==> src/rtl/uart_pkg.sv <==
// Shared UART definitions: FSM state encoding (common to the transmitter and
// receiver) and the default frame geometry.
package uart_pkg;

    typedef enum logic [1:0] {
        IDLE  = 2'd0,
        START = 2'd1,
        DATA  = 2'd2,
        STOP  = 2'd3
    } uart_state_t;

    localparam int OVER_SAMPLE_DEF = 16;
    localparam int DATA_WIDTH_DEF  = 8;

endpackage

==> src/rtl/rx_sync.sv <==
// Two-flop synchroniser for the asynchronous serial input. Both flops reset
// high so a reset never looks like a start bit.
module rx_sync (
    input  logic bclk,
    input  logic reset_n,
    input  logic d,
    output logic q
);

    logic [1:0] sync_reg;

    // Shift the raw input through two flops toward the bclk domain.
    always_ff @(posedge bclk or negedge reset_n) begin
        if (!reset_n) begin
            sync_reg <= 2'b11;
        end else begin
            sync_reg <= {sync_reg[0], d};
        end
    end

    assign q = sync_reg[1];

endmodule

==> src/rtl/receiver.sv <==
// UART receiver: validates the start bit at mid-bit, samples data LSB-first at
// the end of each bit period counted from that point, checks the stop bit and
// presents the word in a single-entry valid/ready holding register.
module receiver
    import uart_pkg::*;
#(
    parameter int over_sample = OVER_SAMPLE_DEF,
    parameter int data_width  = DATA_WIDTH_DEF,
    parameter int data_bits   = $clog2(data_width)
) (
    input  logic                  bclk,
    input  logic                  reset_n,
    input  logic                  rx,
    input  logic                  rx_ready,
    output logic [data_width-1:0] rx_dout,
    output logic                  rx_valid,
    output logic                  rx_done_tk,
    output logic                  frame_err,
    output logic                  overrun_err
);

    // Tick counter must hold over_sample-1 and is never narrower than 4 bits.
    localparam int TK_W = ($clog2(over_sample) < 4) ? 4 : $clog2(over_sample);
    localparam logic [TK_W-1:0]      TK_MID  = TK_W'(over_sample / 2 - 1);
    localparam logic [TK_W-1:0]      TK_LAST = TK_W'(over_sample - 1);
    localparam logic [data_bits-1:0] BC_LAST = data_bits'(data_width - 1);

    logic rx_s;

    uart_state_t           state_reg,  state_next;
    logic [TK_W-1:0]       tk_reg,     tk_next;
    logic [data_bits-1:0]  bc_reg,     bc_next;
    logic [data_width-1:0] shift_reg,  shift_next;
    logic [data_width-1:0] dout_reg,   dout_next;
    logic                  valid_reg,  valid_next;
    logic                  done_reg,   done_next;
    logic                  ferr_reg,   ferr_next;
    logic                  oerr_reg,   oerr_next;
    logic                  armed_reg,  armed_next;

    rx_sync u_rx_sync (
        .bclk    (bclk),
        .reset_n (reset_n),
        .d       (rx),
        .q       (rx_s)
    );

    // State, counters, shift/holding registers and registered pulses.
    always_ff @(posedge bclk or negedge reset_n) begin
        if (!reset_n) begin
            state_reg <= IDLE;
            tk_reg    <= '0;
            bc_reg    <= '0;
            shift_reg <= '0;
            dout_reg  <= '0;
            valid_reg <= 1'b0;
            done_reg  <= 1'b0;
            ferr_reg  <= 1'b0;
            oerr_reg  <= 1'b0;
            armed_reg <= 1'b1;
        end else begin
            state_reg <= state_next;
            tk_reg    <= tk_next;
            bc_reg    <= bc_next;
            shift_reg <= shift_next;
            dout_reg  <= dout_next;
            valid_reg <= valid_next;
            done_reg  <= done_next;
            ferr_reg  <= ferr_next;
            oerr_reg  <= oerr_next;
            armed_reg <= armed_next;
        end
    end

    // Next-state logic: frame sequencing, sampling and holding-register handshake.
    always_comb begin
        state_next = state_reg;
        tk_next    = tk_reg;
        bc_next    = bc_reg;
        shift_next = shift_reg;
        dout_next  = dout_reg;
        valid_next = valid_reg;
        done_next  = 1'b0;
        ferr_next  = 1'b0;
        oerr_next  = 1'b0;
        // A high line re-arms start detection; a break keeps it disarmed.
        armed_next = armed_reg | rx_s;

        if (valid_reg && rx_ready) begin
            valid_next = 1'b0;
        end

        case (state_reg)
            IDLE: begin
                tk_next = '0;
                if (armed_reg && !rx_s) begin
                    state_next = START;
                end
            end
            START: begin
                if (tk_reg == TK_MID) begin
                    tk_next = '0;
                    if (!rx_s) begin
                        state_next = DATA;
                        bc_next    = '0;
                    end else begin
                        // Start bit did not survive to mid-bit: a glitch.
                        state_next = IDLE;
                    end
                end else begin
                    tk_next = tk_reg + 1'b1;
                end
            end
            DATA: begin
                if (tk_reg == TK_LAST) begin
                    tk_next    = '0;
                    shift_next = {rx_s, shift_reg[data_width-1:1]};
                    if (bc_reg == BC_LAST) begin
                        state_next = STOP;
                    end else begin
                        bc_next = bc_reg + 1'b1;
                    end
                end else begin
                    tk_next = tk_reg + 1'b1;
                end
            end
            STOP: begin
                if (tk_reg == TK_LAST) begin
                    tk_next    = '0;
                    state_next = IDLE;
                    if (rx_s) begin
                        done_next = 1'b1;
                        // Load if the register is empty or being drained this cycle.
                        if (!valid_reg || rx_ready) begin
                            dout_next  = shift_reg;
                            valid_next = 1'b1;
                        end else begin
                            oerr_next = 1'b1;
                        end
                    end else begin
                        ferr_next  = 1'b1;
                        armed_next = 1'b0;
                    end
                end else begin
                    tk_next = tk_reg + 1'b1;
                end
            end
            default: begin
                state_next = IDLE;
            end
        endcase
    end

    assign rx_dout     = dout_reg;
    assign rx_valid    = valid_reg;
    assign rx_done_tk  = done_reg;
    assign frame_err   = ferr_reg;
    assign overrun_err = oerr_reg;

endmodule

==> config.mk <==
export PLATFORM = sky130hd
export DESIGN_NAME = receiver
export DESIGN_NICKNAME = d
export VERILOG_FILES = /design/src/rtl/uart_pkg.sv /design/src/rtl/rx_sync.sv /design/src/rtl/receiver.sv
export SDC_FILE = /design/constraint.sdc
export NUM_CORES = 1
export LEC_CHECK = 0
export CELL_PAD_IN_SITES_DETAIL_PLACEMENT = 1
export CELL_PAD_IN_SITES_GLOBAL_PLACEMENT = 1
export CORE_AREA = 4 4 58 60
export DETAILED_ROUTE_END_ITERATION = 6
export DIE_AREA = 0 0 62 64
export PLACE_DENSITY_LB_ADDON = 0.1
export SYNTH_ARGS = -nofsm -noshare
export SYNTH_HDL_FRONTEND = slang
export SYNTH_HIERARCHICAL = 1
export SYNTH_SLANG_ARGS = --single-unit
export TNS_END_PERCENT = 50
==> constraint.sdc <==
create_clock -name bclk -period 4.21 [get_ports bclk]
set_clock_uncertainty 0.15 [all_clocks]
set_input_delay 0.421 -clock bclk [delete_from_list [all_inputs] [get_ports bclk]]
set_output_delay 0.421 -clock bclk [all_outputs]
set_load 0.005 [all_outputs]
# Word level (Yosys, flattened, before mapping)
# Cells that the tools add are included.
# op_classes
n_eq_ne	13
n_bitwise	1
n_mux	33
n_reduce_logical	12
addsub	2
# op_table
operator	count
$mux W1	18
$ne A2 B2 Y1 const B	7
$mux W2	6
$mux W3	4
$pmux W4 S3	1
$reduce_and A5 Y1	2
$mux W4	2
$pmux W2 S4	1
$pmux W3 S2	1
$add A4 B1 Y4 const B	1
$eq A2 B2 Y1 const B	2
$eq A4 B3 Y1 const B	1
$eq A4 B4 Y1 const B	1
$reduce_and A4 Y1	1
$add A3 B1 Y3 const B	1
$eq A3 B3 Y1 const B	1
$eq A2 B1 Y1 const B	1
$logic_and A1 B1 Y1	2
$logic_not A1 Y1	2
$logic_not A2 Y1	1
$reduce_and A2 Y1	1
$reduce_bool A2 Y1	1
$reduce_or A2 Y1	1
$logic_or A1 B1 Y1	1
$or A1 B1 Y1	1
# word_totals
reg_bits	32
elab_cells	72
output_inout_bits	12

# Depth between registers and ports, before layout
# Gate-level depths: netlist of the first run.
# logic_depth
ltp_word	6
depth_mapped	5
depth_no_buf	5

# By module
# The synthesis of the first run kept the hierarchy.
# modules_own_cells
mod	cells_per_inst	instances	area_per_inst_um2
receiver	90	1	1265.0
rx_sync	2	1	52.6

# Worst setup path after synthesis of the first run
# No wires, ideal clock.
# synth_path
path_kind	flip-flop to flip-flop
start	register bc_reg[0]
end	register bc_reg[0]
path_slack_ps	2515
arrival_ps	1421
path_buffers	0
path_stages_with_launch	6
path_cell_list	dfrtp_1 -> ha_1 -> ha_1 -> nor4_4 -> a21oi_1 -> mux2_2
# synth_between
elab_chain_cells	4
elab_cells_between_ends	7
classes_between	add/sub (1); eq/ne (2); mux (3); reduce/logical (1)
# synth_lines
element	line	text
start, declared	receiver.sv:32	logic [data_bits-1:0] bc_reg, bc_next;
start signal, assigned	receiver.sv:64	bc_reg <= bc_next;
$add A3 B1 Y3	receiver.sv:121	bc_next = bc_reg + 1'b1;
$mux W3	receiver.sv:118	if (bc_reg == BC_LAST) begin
$mux W3	receiver.sv:115	if (tk_reg == TK_LAST) begin
$pmux W3 S2	receiver.sv:93	case (state_reg)
# Parallel ways exist; a longest one is shown, timed or not. The select of a mux whose other input is x is not followed.
# A chain may end at the register's enable or synchronous reset.

# Final worst setup path of the first run
# layout_path
start	register tk_reg[0]
end	register shift_reg[5]
# layout_between
elab_chain_cells	2
# layout_lines
element	line	text
start, declared	receiver.sv:31	logic [TK_W-1:0] tk_reg, tk_next;
start signal, assigned	receiver.sv:63	tk_reg <= tk_next;
$eq A4 B4 Y1	receiver.sv:115	
$reduce_and A2 Y1 (no line)	n/a	
end signal, assigned	receiver.sv:65	shift_reg <= shift_next;
end, declared	receiver.sv:33	logic [data_width-1:0] shift_reg, shift_next;
# Every way passes these cells.

==> results of run 1 <==
-- metal layers --
layer	up-vias	part of all wire, %	track usage (%)
met5	-	0	0
met4	0	2.0	7.16
met3	4	4.6	4.85
met2	16	45	17.6
met1	376	48	16.9
li1	361	-	-
-- worst min path at each step --
| stage | start | end | slack, ns | cells after the start |
|---|---|---|---|---|
| after floorplan | reset_n | async pin | -0.02 | 0 |
| after global placement | u_rx_sync/sync_reg[0] | u_rx_sync/sync_reg[1] | 0.20 | 0 |
| after detailed placement | u_rx_sync/sync_reg[0] | u_rx_sync/sync_reg[1] | 0.20 | 0 |
| after CTS | u_rx_sync/sync_reg[0] | u_rx_sync/sync_reg[1] | 0.21 | 0 |
| after global routing | u_rx_sync/sync_reg[0] | u_rx_sync/sync_reg[1] | 0.22 | 0 |
| final | u_rx_sync/sync_reg[0] | u_rx_sync/sync_reg[1] | 0.21 | 0 |
-- kinds of logic after synthesis --
logic type	count (synthesis)
AO/OA/AOI/OAI	7
XOR/XNOR	2
adder cells (fa/ha/maj)	3
buffers and inverters	4
flip-flops	32
multiplexers	18
AND/OR/NAND/NOR	26
-- power by group through the flow --
stage | logic (mW) | registers (mW) | clock network [mW]
after floorplan | 0.0482 | 0.337 | 0
after global placement | 0.0443 | 0.352 | 0
after detailed placement | 0.0464 | 0.353 | 0
after CTS | 0.0470 | 0.347 | 0.189
after global routing | 0.0509 | 0.349 | 0.205
final | 0.0454 | 0.347 | 0.179
-- cell type report --
cell class | count | area (sq um)
Multi-Input combinational cell | 56 | 489
Sequential cell | 32 | 805
Inverter | 1 | 3.75
Timing Repair Buffer | 16 | 158
Fill cell | 312 | 1370
Clock buffer | 6 | 51.3
Clock inverter | 2 | 10.0
Tap cell | 33 | 41.3
-- through the flow --
stage               instance area [sq um]  worst slack (ns)
floorplan                            1320              2.51
global placement                     1500              2.26
detailed placement                   1500              2.22
CTS                                  1560              2.35
global route                         1560              2.25
finish                               1560              2.36
-- worst register-to-register path, delay by kind of cell, from the launching register on --
| kind | cells | cell delay [ns] |
|---|---|---|
| simple gates | 2 | 0.57 |
| fa+ha+maj | 1 | 0.25 |
| flops | 1 | 0.38 |
| mux | 1 | 0.40 |
-- placed cells by master, fill, tap and decap left out, types with 3 or more instances in the layout --
master | netlist | routed
sky130_fd_sc_hd__clkdlybuf4s50_1 | 0 | 15
sky130_fd_sc_hd__nor2_1 | 11 | 11
sky130_fd_sc_hd__mux2_2 | 16 | 16
sky130_fd_sc_hd__nand3_1 | 3 | 3
sky130_fd_sc_hd__dfstp_2 | 3 | 3
sky130_fd_sc_hd__ha_1 | 3 | 3
sky130_fd_sc_hd__clkbuf_4 | 0 | 5
sky130_fd_sc_hd__dfrtp_1 | 29 | 29
==> qor_table.md, run 1 <==
| Group | Result | This run |
| --- | --- | --- |
| timing | Setup repair after global routing missed its margin | false |
| placed design | Port buffer count | 15 |
| global routing | Overall global routing resource usage | 12.8% |
| critical path | Worst-case register-to-register setup slack | 2.36 ns |
| synth | Most used standard cell by instance count after synthesis | sky130_fd_sc_hd__dfrtp_1 |
| routing | Avg Vias per Cell | 5.18 |
| placed design | Placed cell count | 138 |
| critical path | Largest fanout of any net on the critical path | 8 |
| synth | Area fraction of the dominant cell type after synthesis | 55.1% |
| critical path | Endpoint required time on the critical path | 4.28 ns |
| synth | Compound-gate portion of the synthesized area | 3.70% |
| synth | Multiplexer fraction of the synthesized cell area | 16.0% |
| pwr | Cell internal power dissipation | 0.425 mW |
| timing | Fraction of the cycle the final worst path needs | 44.0% |
| timing | Final hold viol count | 0 |
| global routing | Via count of the first global-routing pass | 794 |
| pwr | Fraction of power consumed by the clock network | 31.4% |
| cts | Post-CTS Hold Fix Bufs | 0 |
| global routing | Maximum number of pins on one net before global-route repair | 27 |
| cts | Clock latency at the later pin of the worst-skew pair | 0.33 ns |
| timing | Fin. max-slew vios | 0 |
| routing | DRT Wirelength | 2.10 mm |
| synth | Leading post-synthesis cells by instance count | 29 x sky130_fd_sc_hd__dfrtp_1, 16 x sky130_fd_sc_hd__mux2_2, 11 x sky130_fd_sc_hd__nor2_1 |
| synth | Largest area contributor in the synthesized netlist | sky130_fd_sc_hd__dfrtp_1 |
| layout | Fraction of final layout cells sized beyond drive strength 1 | 32.7% |
| routing | Number of detailed-route iterations in the first pass | 4 |
| timing | Transition time of the tightest slew-check pin | 1.11 ns |
| placed design | Detail Placement HPWL | 1.51 mm |
| die | Num ports | 16 |
| synth | Post-Syn Instances | 92 |
| synth | Cell types occupying the most area after synthesis | sky130_fd_sc_hd__dfrtp_1 55%, sky130_fd_sc_hd__mux2_2 14%, sky130_fd_sc_hd__dfstp_2 6.0%, sky130_fd_sc_hd__nor2_1 3.1%, sky130_fd_sc_hd__ha_1 2.8% |
| layout | Nets@finish | 119 |
| pwr | Net switching component of the power | 0.146 mW |
| cts | Number of gates resized after CTS | 0 |
| synth | Basic-gate share of the synthesized area counting and, or, nand and nor cells | 13.3% |
| synth | Number of enable flip-flop cells after synthesis | 0 |
| synth | Post-synthesis xor/xnor area fraction | 1.33% |
| pwr | IR drop worst, VDD | 0.000208 V |
| cts | Total number of H-tree levels | 2 |
| synth | Post-synthesis sequential element count | 32 |
| pwr | Pwr/cell area | 367 nW/um^2 |
| critical path | Cell with the biggest individual delay on the critical path | sky130_fd_sc_hd__nor3_4 |
| critical path | Worst path arrival time | 1.92 ns |
| routing | Routed length per instance | 14.4 um |
| cts | Largest buffer count on any clock path | 2 |
| pwr | Leakage power | 0.762 nW |
| pwr | Post-route total power | 0.572 mW |
| global routing | First-pass GRT wire length | 3.62 mm |
| synth | Avg Inst Size Synth | 14.3 sq um |
| die | Initial standard-cell utilization of the core | 45.0% |
| layout | Post-route non-filler standard cell count | 146 |
| critical path | Sum of buffers and inverters on the critical path | 0 |
| critical path | Kind of cell adding the most delay to the critical path | simple AND/OR/NAND/NOR gates |
| timing | Final worst path period need | 1.85 ns |
| cts | Number of setup buffers added after CTS | 0 |
| synth | Synth Area in Adders | 2.85% |
| pwr | Sw frac | 25.6% |
| cts | Clock transition at path regs | 0.10 ns |
| timing | Final setup violation count | 0 |
| timing | Hold Worst Slack | 0.211 ns |
| critical path | Worst setup path endpoint | shift_reg[5] |
| routing | Post-detailed-route DRC marker count | 0 |
| synth | Ys async rst share | 100% |
| cts | Library cell used as clock root buffer | sky130_fd_sc_hd__clkbuf_4 |
| synth | Main combinational cell family by area after synthesis | multiplexers |
| worst hold path | Worst min-delay path category | register to register |
| pwr | Combinational cell fraction of total power | 7.9% |
| critical path | Worst Reg-to-Reg Cells | 4 |
| synth | Netlist area before placement | 1320 sq um |
| die | Total die area | 3970 sq um |
| critical path | Crit path launch type | register |
| synth | Yosys warning total | 6 |
| routing | Vias | 757 |
| critical path | Count of cell instances traversed by the critical path | 4 |
| global routing | Remaining Overflow, GRT | 0 |
| synth | Mapped Nets | 99 |
| critical path | Critical path start-end classification | register to register |
| critical path | Source of the worst register-to-register timing path | tk_reg[0] |
| timing | Final-layout setup total negative slack | 0 ns |
| outcome | Run status | complete, no violations |
| pwr | Part of the total power dissipated in sequential elements | 60.7% |
| cts | Clock tree from TritonCTS | yes |
| routing | Remaining antenna violation count after routing | 0 |
| timing | F_max | 540 MHz |
| layout | Final core utilization | 53.2% |
| synth | Top_reg_cell synth | sky130_fd_sc_hd__dfrtp_1 |
| synth | Yosys cell types | 27 |
| die | Number of standard-cell rows in the floorplan | 20 |
| critical path | Longest individual stage delay on the worst path | 0.44 ns |
| layout | Relative area change from synthesis to final layout | 18.2% |
| synth | Share of synthesized area occupied by flip-flops and latches | 61.1% |
| timing | Relative slew margins | 25.8% |
| critical path | Ordered cell list for the critical path | ha_1 > nand2_2 > nor3_4 > mux2_2 |
| critical path | Critical path endpoint category | register |
| die | DIE WIDTH | 62 um |
| critical path | Critical R2R Capture | shift_reg[5] |
| cts | # clock sinks | 32 |
| die | Height of the die | 64 um |
| cts | TritonCTS buffer count | 5 |
| layout | N_diodes | 0 |
| global routing | Number of antenna violations at the first check in global routing | 0 |
| critical path | Critical path launch point | tk_reg[0] |
| placed design | Routability cong. | 0.692 |
| routing | Number of DRC markers in iteration 0 | 15 |
| job | Number of max-capacitance violations reported | 0 |
| die | Area inside the core boundary | 2930 sq um |
Power figures use the tool's default switching activity.
==> run 2, diff against run 1 <==
CORE_AREA = 4 4 63 65   (was 4 4 58 60)
DIE_AREA = 0 0 67 69   (was 0 0 62 64)
clock period = 1.7 ns   (was 4.21 ns; I/O delays follow)
==> run 2 against run 1 <==
Against the previous run: core utilization down 2.0 points; non-clock buffer count is 9 higher; power rose to 2.9 times the previous value; maximum frequency grew 11%; sequential power increased by 150%; final cell count increased by 15%; sequential share of layout area down 4.5 points; combinational power grew to 4.5 times the previous value; register-to-register slack lost 2.3 ns; critical path depth grew 2; largest cell class unchanged; largest power group unchanged; highest routed layer unchanged.
==> qor_table.md, run 2 (same netlist as run 1, synthesis figures left out) <==
| Group | Result | This run | vs previous |
| --- | --- | --- | --- |
| critical path | Critical path endpoint category | register |  |
| critical path | Endpoint required time on the critical path | 1.76 ns | -2.52 ns |
| die | Height of the die | 69 um | +7.8% |
| timing | Fraction of the cycle the final worst path needs | 98.2% | +54 points |
| outcome | Run status | complete, no violations |  |
| timing | Setup repair after global routing missed its margin | true |  |
| cts | Library cell used as clock root buffer | sky130_fd_sc_hd__clkbuf_4 |  |
| pwr | IR drop worst, VDD | 0.000536 V | +160% |
| layout | Post-route non-filler standard cell count | 168 | +15% |
| pwr | Pwr/cell area | 955 nW/um^2 | +160% |
| global routing | Via count of the first global-routing pass | 903 | +14% |
| cts | Clock latency at the later pin of the worst-skew pair | 0.33 ns | about the same |
| layout | Fraction of final layout cells sized beyond drive strength 1 | 41.8% | +9.1 points |
| routing | DRT Wirelength | 2.40 mm | +14% |
| timing | Final hold viol count | 0 | unchanged |
| layout | Nets@finish | 128 | +7.6% |
| global routing | Maximum number of pins on one net before global-route repair | 33 | +22% |
| critical path | Worst Reg-to-Reg Cells | 6 | +2 |
| critical path | Crit path launch type | register |  |
| global routing | GRT busiest layer | met2 |  |
| global routing | Met1 usage | 13.9% | -3.0 points |
| die | Total die area | 4620 sq um | +17% |
| critical path | Worst path arrival time | 1.73 ns | -0.19 ns |
| placed design | Detail Placement HPWL | 1.74 mm | +15% |
| timing | Relative slew margins | 73.5% | +48 points |
| layout | # fillers | 371 | +19% |
| layout | Relative area change from synthesis to final layout | 29.6% |  |
| timing | Fin. max-slew vios | 0 | unchanged |
| layout | Post-route cell area | 1710 sq um | +9.6% |
| die | Num ports | 16 | unchanged |
| die | Area inside the core boundary | 3340 sq um | +14% |
| critical path | Critical path start-end classification | register to register |  |
| timing | Final setup violation count | 0 | unchanged |
| global routing | Number of antenna violations at the first check in global routing | 0 | unchanged |
| job | Number of max-capacitance violations reported | 0 | unchanged |
| worst hold path | Worst min-delay path category | primary input to register |  |
| critical path | Largest fanout of any net on the critical path | 3 | -5 |
| global routing | First-pass GRT wire length | 4.18 mm | +15% |
| timing | Transition time of the tightest slew-check pin | 0.398 ns | -0.712 ns |
| cts | # clock sinks | 32 | unchanged |
| layout | Most common cell after layout, fill and taps aside | sky130_fd_sc_hd__dfrtp_1 |  |
| cts | Clock tree from TritonCTS | yes |  |
| timing | Final worst path period need | 1.67 ns | -0.183 ns |
| die | DIE WIDTH | 67 um | +8.1% |
| placed design | Post-Place Cell Area | 1580 sq um | +5.4% |
| die | Initial standard-cell utilization of the core | 39.5% | -5.5 points |
| routing | Vias | 795 | +5.0% |
| die | Number of standard-cell rows in the floorplan | 21 | +5.0% |
| cts | TritonCTS buffer count | 5 | unchanged |
| global routing | Global routing met3 resource utilization | 3.90% | -0.95 points |
| routing | Remaining antenna violation count after routing | 0 | unchanged |
| pwr | Leakage power | 0.830 nW | +8.8% |
| worst hold path | Hold depth | 1 | +1 |
| global routing | Overall global routing resource usage | 12.2% | -0.55 points |
| routing | Number of DRC markers in iteration 0 | 19 | +4 |
| layout | Most frequent cells in the layout | 28 x sky130_fd_sc_hd__dfrtp_1, 15 x sky130_fd_sc_hd__mux2_2, 15 x sky130_fd_sc_hd__clkdlybuf4s50_1, 11 x sky130_fd_sc_hd__nor2_1, 9 x sky130_fd_sc_hd__buf_4 |  |
| routing | Post-detailed-route DRC marker count | 0 | unchanged |
| global routing | Remaining Overflow, GRT | 0 | unchanged |
| routing | Number of detailed-route iterations in the first pass | 3 | -1 |
| placed design | Routability cong. | 0.753 | +8.7% |
| cts | Total number of H-tree levels | 2 | unchanged |
| timing | F_max | 599 MHz | +11% |
| placed design | Port buffer count | 15 | unchanged |
| placed design | Placed cell count | 158 | +14% |
| global routing | Met2 track demand over resource | 20.2% | +2.6 points |
| cts | Largest buffer count on any clock path | 2 | unchanged |
| layout | N_diodes | 0 | unchanged |
| cts | Clock transition at path regs | 0.10 ns | about the same |
| routing | Avg Vias per Cell | 4.73 | -8.7% |
| routing | Routed length per instance | 14.3 um | -0.69% |
-- run 2: where the power goes --
group | total [mW] | switching [mW] | leakage (nW) | internal (mW)
clock network | 0.566 | 0.260 | 0.0412 | 0.306
logic | 0.204 | 0.0867 | 0.356 | 0.117
registers | 0.860 | 0.0577 | 0.432 | 0.802
total | 1.63 | 0.404 | 0.830 | 1.23
-- run 2: worst paths after layout --
path,from,to,slack (ns)
worst max-delay path,tk_reg[0],bc_reg[0],0.03
worst min-delay path,rx,u_rx_sync/sync_reg[0],0.1
worst max register to register,tk_reg[0],bc_reg[0],0.03
worst min register to register,u_rx_sync/sync_reg[0],u_rx_sync/sync_reg[1],0.21
max in group asynchronous,reset_n,u_rx_sync/sync_reg[1],0.96
min in group asynchronous,reset_n,rx_dout[3],0.11
-- run 2: per-stage QoR --
stage                     power (mW)  setup TNS [ns]  hold slack [ns]  worst slack, ns  util [%]
after floorplan                0.954               0           -0.276          0.00477         -
after global placement          1.03               0            0.196           0.0245      47.3
after detailed placement        1.04          -0.197            0.197          -0.0519      47.3
after CTS                       1.65               0           0.0876          0.00631      50.7
after global routing            1.73         -0.0280           0.0698          -0.0280      51.2
final                           1.63               0           0.0954           0.0309      51.2
-- run 2: repair_timing --
item                                    4_1_cts  5_1_grt
buffers inserted                              1        1
pin swaps                                     2        2
gates resized for setup                       5        3
endpoints found under the setup margin       10        4
hold buffers                                  0        0
-- run 2: cell type report --
cell class	instances	area [sq um]	area share (%)
clock buffers	5	37.5	2.20
well taps	46	57.6	3.37
repair buffers	25	238	13.9
multi-input cells	56	523	30.6
inverters	1	3.75	0.220
flip-flops and latches	32	806	47.2
clock inverters	3	42.5	2.49
-- run 2: metal layers --
layer / vias up / share of wire [%] / wire length [um]
met1: 401 / 42 / 1020
met3: 5 / 3.1 / 74
met2: 14 / 53 / 1270
li1: 375 / - / -
met5: - / 0 / 0
met4: 0 / 1.8 / 43
-- run 2: critical path, stage by stage (launching register included) --
cell                      delay (ns)
sky130_fd_sc_hd__dfrtp_1        0.40
sky130_fd_sc_hd__ha_4           0.17
sky130_fd_sc_hd__nand2_4        0.07
sky130_fd_sc_hd__buf_12         0.13
sky130_fd_sc_hd__nor4_4         0.29
sky130_fd_sc_hd__a21oi_2        0.08
sky130_fd_sc_hd__mux2_4         0.26
==> run 3, diff against run 2 <==
CORE_AREA = 4 4 58 60   (was 4 4 63 65)
DIE_AREA = 0 0 62 64   (was 0 0 67 69)
MAX_ROUTING_LAYER = met4   (was not set)
SLEW_MARGIN = 20   (was not set)
clock period = 2 ns   (was 1.7 ns; I/O delays follow)
==> run 3 against run 2 <==
Against the previous run: cell area is 7.3% lower; clock-buffer cell count is the same; global-route usage increased by 2.8 points; die area shrank 14%; non-clock buffer count is 8 lower; sequential power fell by 15%; core utilization is 2.9 points higher; critical endpoint unchanged; largest power group unchanged.
==> qor_table.md, run 3 (same netlist as run 1, synthesis figures left out) <==
| Group | Result | This run | vs previous |
| --- | --- | --- | --- |
| outcome | Run status | complete, no violations |  |
| placed design | Port buffer count | 15 | unchanged |
| timing | F_max | 546 MHz | -8.8% |
| critical path | Critical R2R Capture | bc_reg[0] |  |
| cts | Total number of H-tree levels | 2 | unchanged |
| timing | Relative slew margins | 73.9% | +0.42 points |
| global routing | Overall global routing resource usage | 15.0% | +2.8 points |
| critical path | Cell with the biggest individual delay on the critical path | sky130_fd_sc_hd__dfrtp_1 |  |
| cts | # clock sinks | 32 | unchanged |
| cts | Library cell used as clock root buffer | sky130_fd_sc_hd__clkbuf_4 |  |
| global routing | Maximum number of pins on one net before global-route repair | 33 | unchanged |
| die | DIE WIDTH | 62 um | -7.5% |
| placed design | Routability cong. | 0.693 | -8.0% |
| critical path | Critical path start-end classification | register to register |  |
| layout | Relative area change from synthesis to final layout | 20.2% |  |
| cts | Clock latency at the later pin of the worst-skew pair | 0.33 ns | about the same |
| global routing | First-pass GRT wire length | 4.17 mm | -0.17% |
| die | Area inside the core boundary | 2930 sq um | -12% |
| timing | Final worst path period need | 1.83 ns | +0.162 ns |
| global routing | Remaining Overflow, GRT | 0 | unchanged |
| routing | Number of DRC markers in iteration 0 | 17 | -2 |
| timing | Fraction of the cycle the final worst path needs | 91.6% | -6.6 points |
| timing | Final setup violation count | 0 | unchanged |
| routing | Vias | 766 | -3.6% |
| cts | Clock tree from TritonCTS | yes |  |
| critical path | Endpoint required time on the critical path | 2.08 ns | +0.32 ns |
| global routing | Via count of the first global-routing pass | 867 | -4.0% |
| pwr | Post-route total power | 1.32 mW | -19% |
| pwr | IR drop worst, VDD | 0.000824 V | +54% |
| layout | # fillers | 302 | -19% |
| layout | Nets@finish | 120 | -6.3% |
| routing | Routed length per instance | 16.0 um | +12% |
| layout | N_diodes | 0 | unchanged |
| routing | DRT Wirelength | 2.36 mm | -1.9% |
| timing | Final hold viol count | 0 | unchanged |
| timing | Final-layout setup total negative slack | 0 ns | unchanged |
| routing | Remaining antenna violation count after routing | 0 | unchanged |
| critical path | Sum of buffers and inverters on the critical path | 0 | -1 |
| routing | Avg Vias per Cell | 5.21 | +10% |
| critical path | Source of the worst register-to-register timing path | bc_reg[0] |  |
| die | Initial standard-cell utilization of the core | 45.0% | +5.5 points |
| global routing | Number of antenna violations at the first check in global routing | 0 | unchanged |
| critical path | Worst path arrival time | 1.91 ns | +0.18 ns |
| layout | Fraction of final layout cells sized beyond drive strength 1 | 33.3% | -8.5 points |
| critical path | Worst setup path endpoint | bc_reg[0] |  |
| critical path | Worst Reg-to-Reg Cells | 5 | -1 |
| critical path | Longest individual stage delay on the worst path | 0.40 ns | about the same |
| die | Total die area | 3970 sq um | -14% |
| die | Number of standard-cell rows in the floorplan | 20 | -4.8% |
| critical path | Count of cell instances traversed by the critical path | 5 | -1 |
| pwr | Pwr/cell area | 830 nW/um^2 | -13% |
| critical path | Crit path launch type | register |  |
| critical path | Top cell by count, worst path | sky130_fd_sc_hd__ha_1 |  |
| die | Num ports | 16 | unchanged |
| pwr | Leakage power | 0.771 nW | -7.1% |
| cts | Post-CTS Hold Fix Bufs | 0 | unchanged |
| critical path | Worst-case register-to-register setup slack | 0.17 ns | +0.14 ns |
| critical path | Largest fanout of any net on the critical path | 4 | +1 |
| job | Number of max-capacitance violations reported | 0 | unchanged |
| critical path | Critical path endpoint category | register |  |
| die | Height of the die | 64 um | -7.2% |
| placed design | Detail Placement HPWL | 1.69 mm | -3.2% |
| layout | Most common cell after layout, fill and taps aside | sky130_fd_sc_hd__dfrtp_1 |  |
| layout | Most frequent cells in the layout | 29 x sky130_fd_sc_hd__dfrtp_1, 16 x sky130_fd_sc_hd__mux2_2, 15 x sky130_fd_sc_hd__clkdlybuf4s50_1, 11 x sky130_fd_sc_hd__nor2_1, 5 x sky130_fd_sc_hd__clkbuf_4 |  |
| timing | Fin. max-slew vios | 0 | unchanged |
| cts | Number of gates resized after CTS | 0 | -5 |
| critical path | Kind of cell adding the most delay to the critical path | adder cells |  |
| critical path | Ordered cell list for the critical path | ha_1 > ha_1 > nor4_4 > a21oi_1 > mux2_2 |  |
| timing | Setup repair after global routing missed its margin | false |  |
| worst hold path | Worst min-delay path category | primary input to async pin |  |
| routing | Number of detailed-route iterations in the first pass | 2 | -1 |
| critical path | Critical path launch point | bc_reg[0] |  |
| cts | Largest buffer count on any clock path | 2 | unchanged |
| timing | Transition time of the tightest slew-check pin | 0.392 ns | -0.00623 ns |
| routing | Post-detailed-route DRC marker count | 0 | unchanged |
| cts | Number of setup buffers added after CTS | 0 | -1 |
| cts | Clock transition at path regs | 0.11 ns | about the same |
| cts | TritonCTS buffer count | 5 | unchanged |
==> run 3: worst register-to-register path, delay by kind of cell, from the launching register on <==
family | cells | cell delay, ns
AOI/OAI and AO/OA | 1 | 0.13
adders and majority gates | 2 | 0.44
muxes | 1 | 0.28
DFF | 1 | 0.40
and+or+nand+nor | 1 | 0.34
==> run 3: how the worst min path moves through the flow <==
| stage | end | cells past startpoint | slack (ns) | start |
|---|---|---|---|---|
| CTS | shift_reg[6] | 2 | 0.12 | reset_n |
| global route | u_rx_sync/sync_reg[0] | 1 | 0.11 | rx |
| floorplan | async pin | 0 | -0.25 | reset_n |
| global placement | u_rx_sync/sync_reg[1] | 0 | 0.20 | u_rx_sync/sync_reg[0] |
| finish | shift_reg[6] | 2 | 0.11 | reset_n |
| detailed placement | u_rx_sync/sync_reg[1] | 0 | 0.20 | u_rx_sync/sync_reg[0] |
==> run 3: per-stage QoR <==
step	cell area, sq um	utilization [%]	cells	worst slack (ns)	hold slack, ns
floorplan	1320	-	92	0.305	-0.246
global placement	1500	51.4	139	0.278	0.198
detailed placement	1500	51.4	139	0.177	0.202
CTS	1580	54.1	147	0.163	0.116
global route	1580	54.1	147	0.114	0.114
finish	1580	54.1	147	0.169	0.106
==> run 3: per-layer routing <==
metal  global-route usage (%)  wire length, um
met1                     17.0              960
met2                     23.8             1260
met3                     6.67              105
met4                     3.98               27
met5                        -                0
==> run 3: power breakdown <==
| group | total, mW | internal (mW) | switching (mW) |
|---|---|---|---|
| clock network | 0.487 | 0.260 | 0.226 |
| logic | 0.0964 | 0.0456 | 0.0508 |
| registers | 0.732 | 0.682 | 0.0503 |
| total | 1.32 | 0.988 | 0.327 |
==> run 3: final cells by class <==
class / instances / area (sq um) / share of cell area (%)
Clock buffer: 5 / 37.5 / 2.37
Inverter: 1 / 3.75 / 0.237
Sequential cell: 32 / 805 / 50.8
Clock inverter: 3 / 42.5 / 2.69
Timing Repair Buffer: 17 / 165 / 10.4
Multi-Input combinational cell: 56 / 489 / 30.9
Tap cell: 33 / 41.3 / 2.61
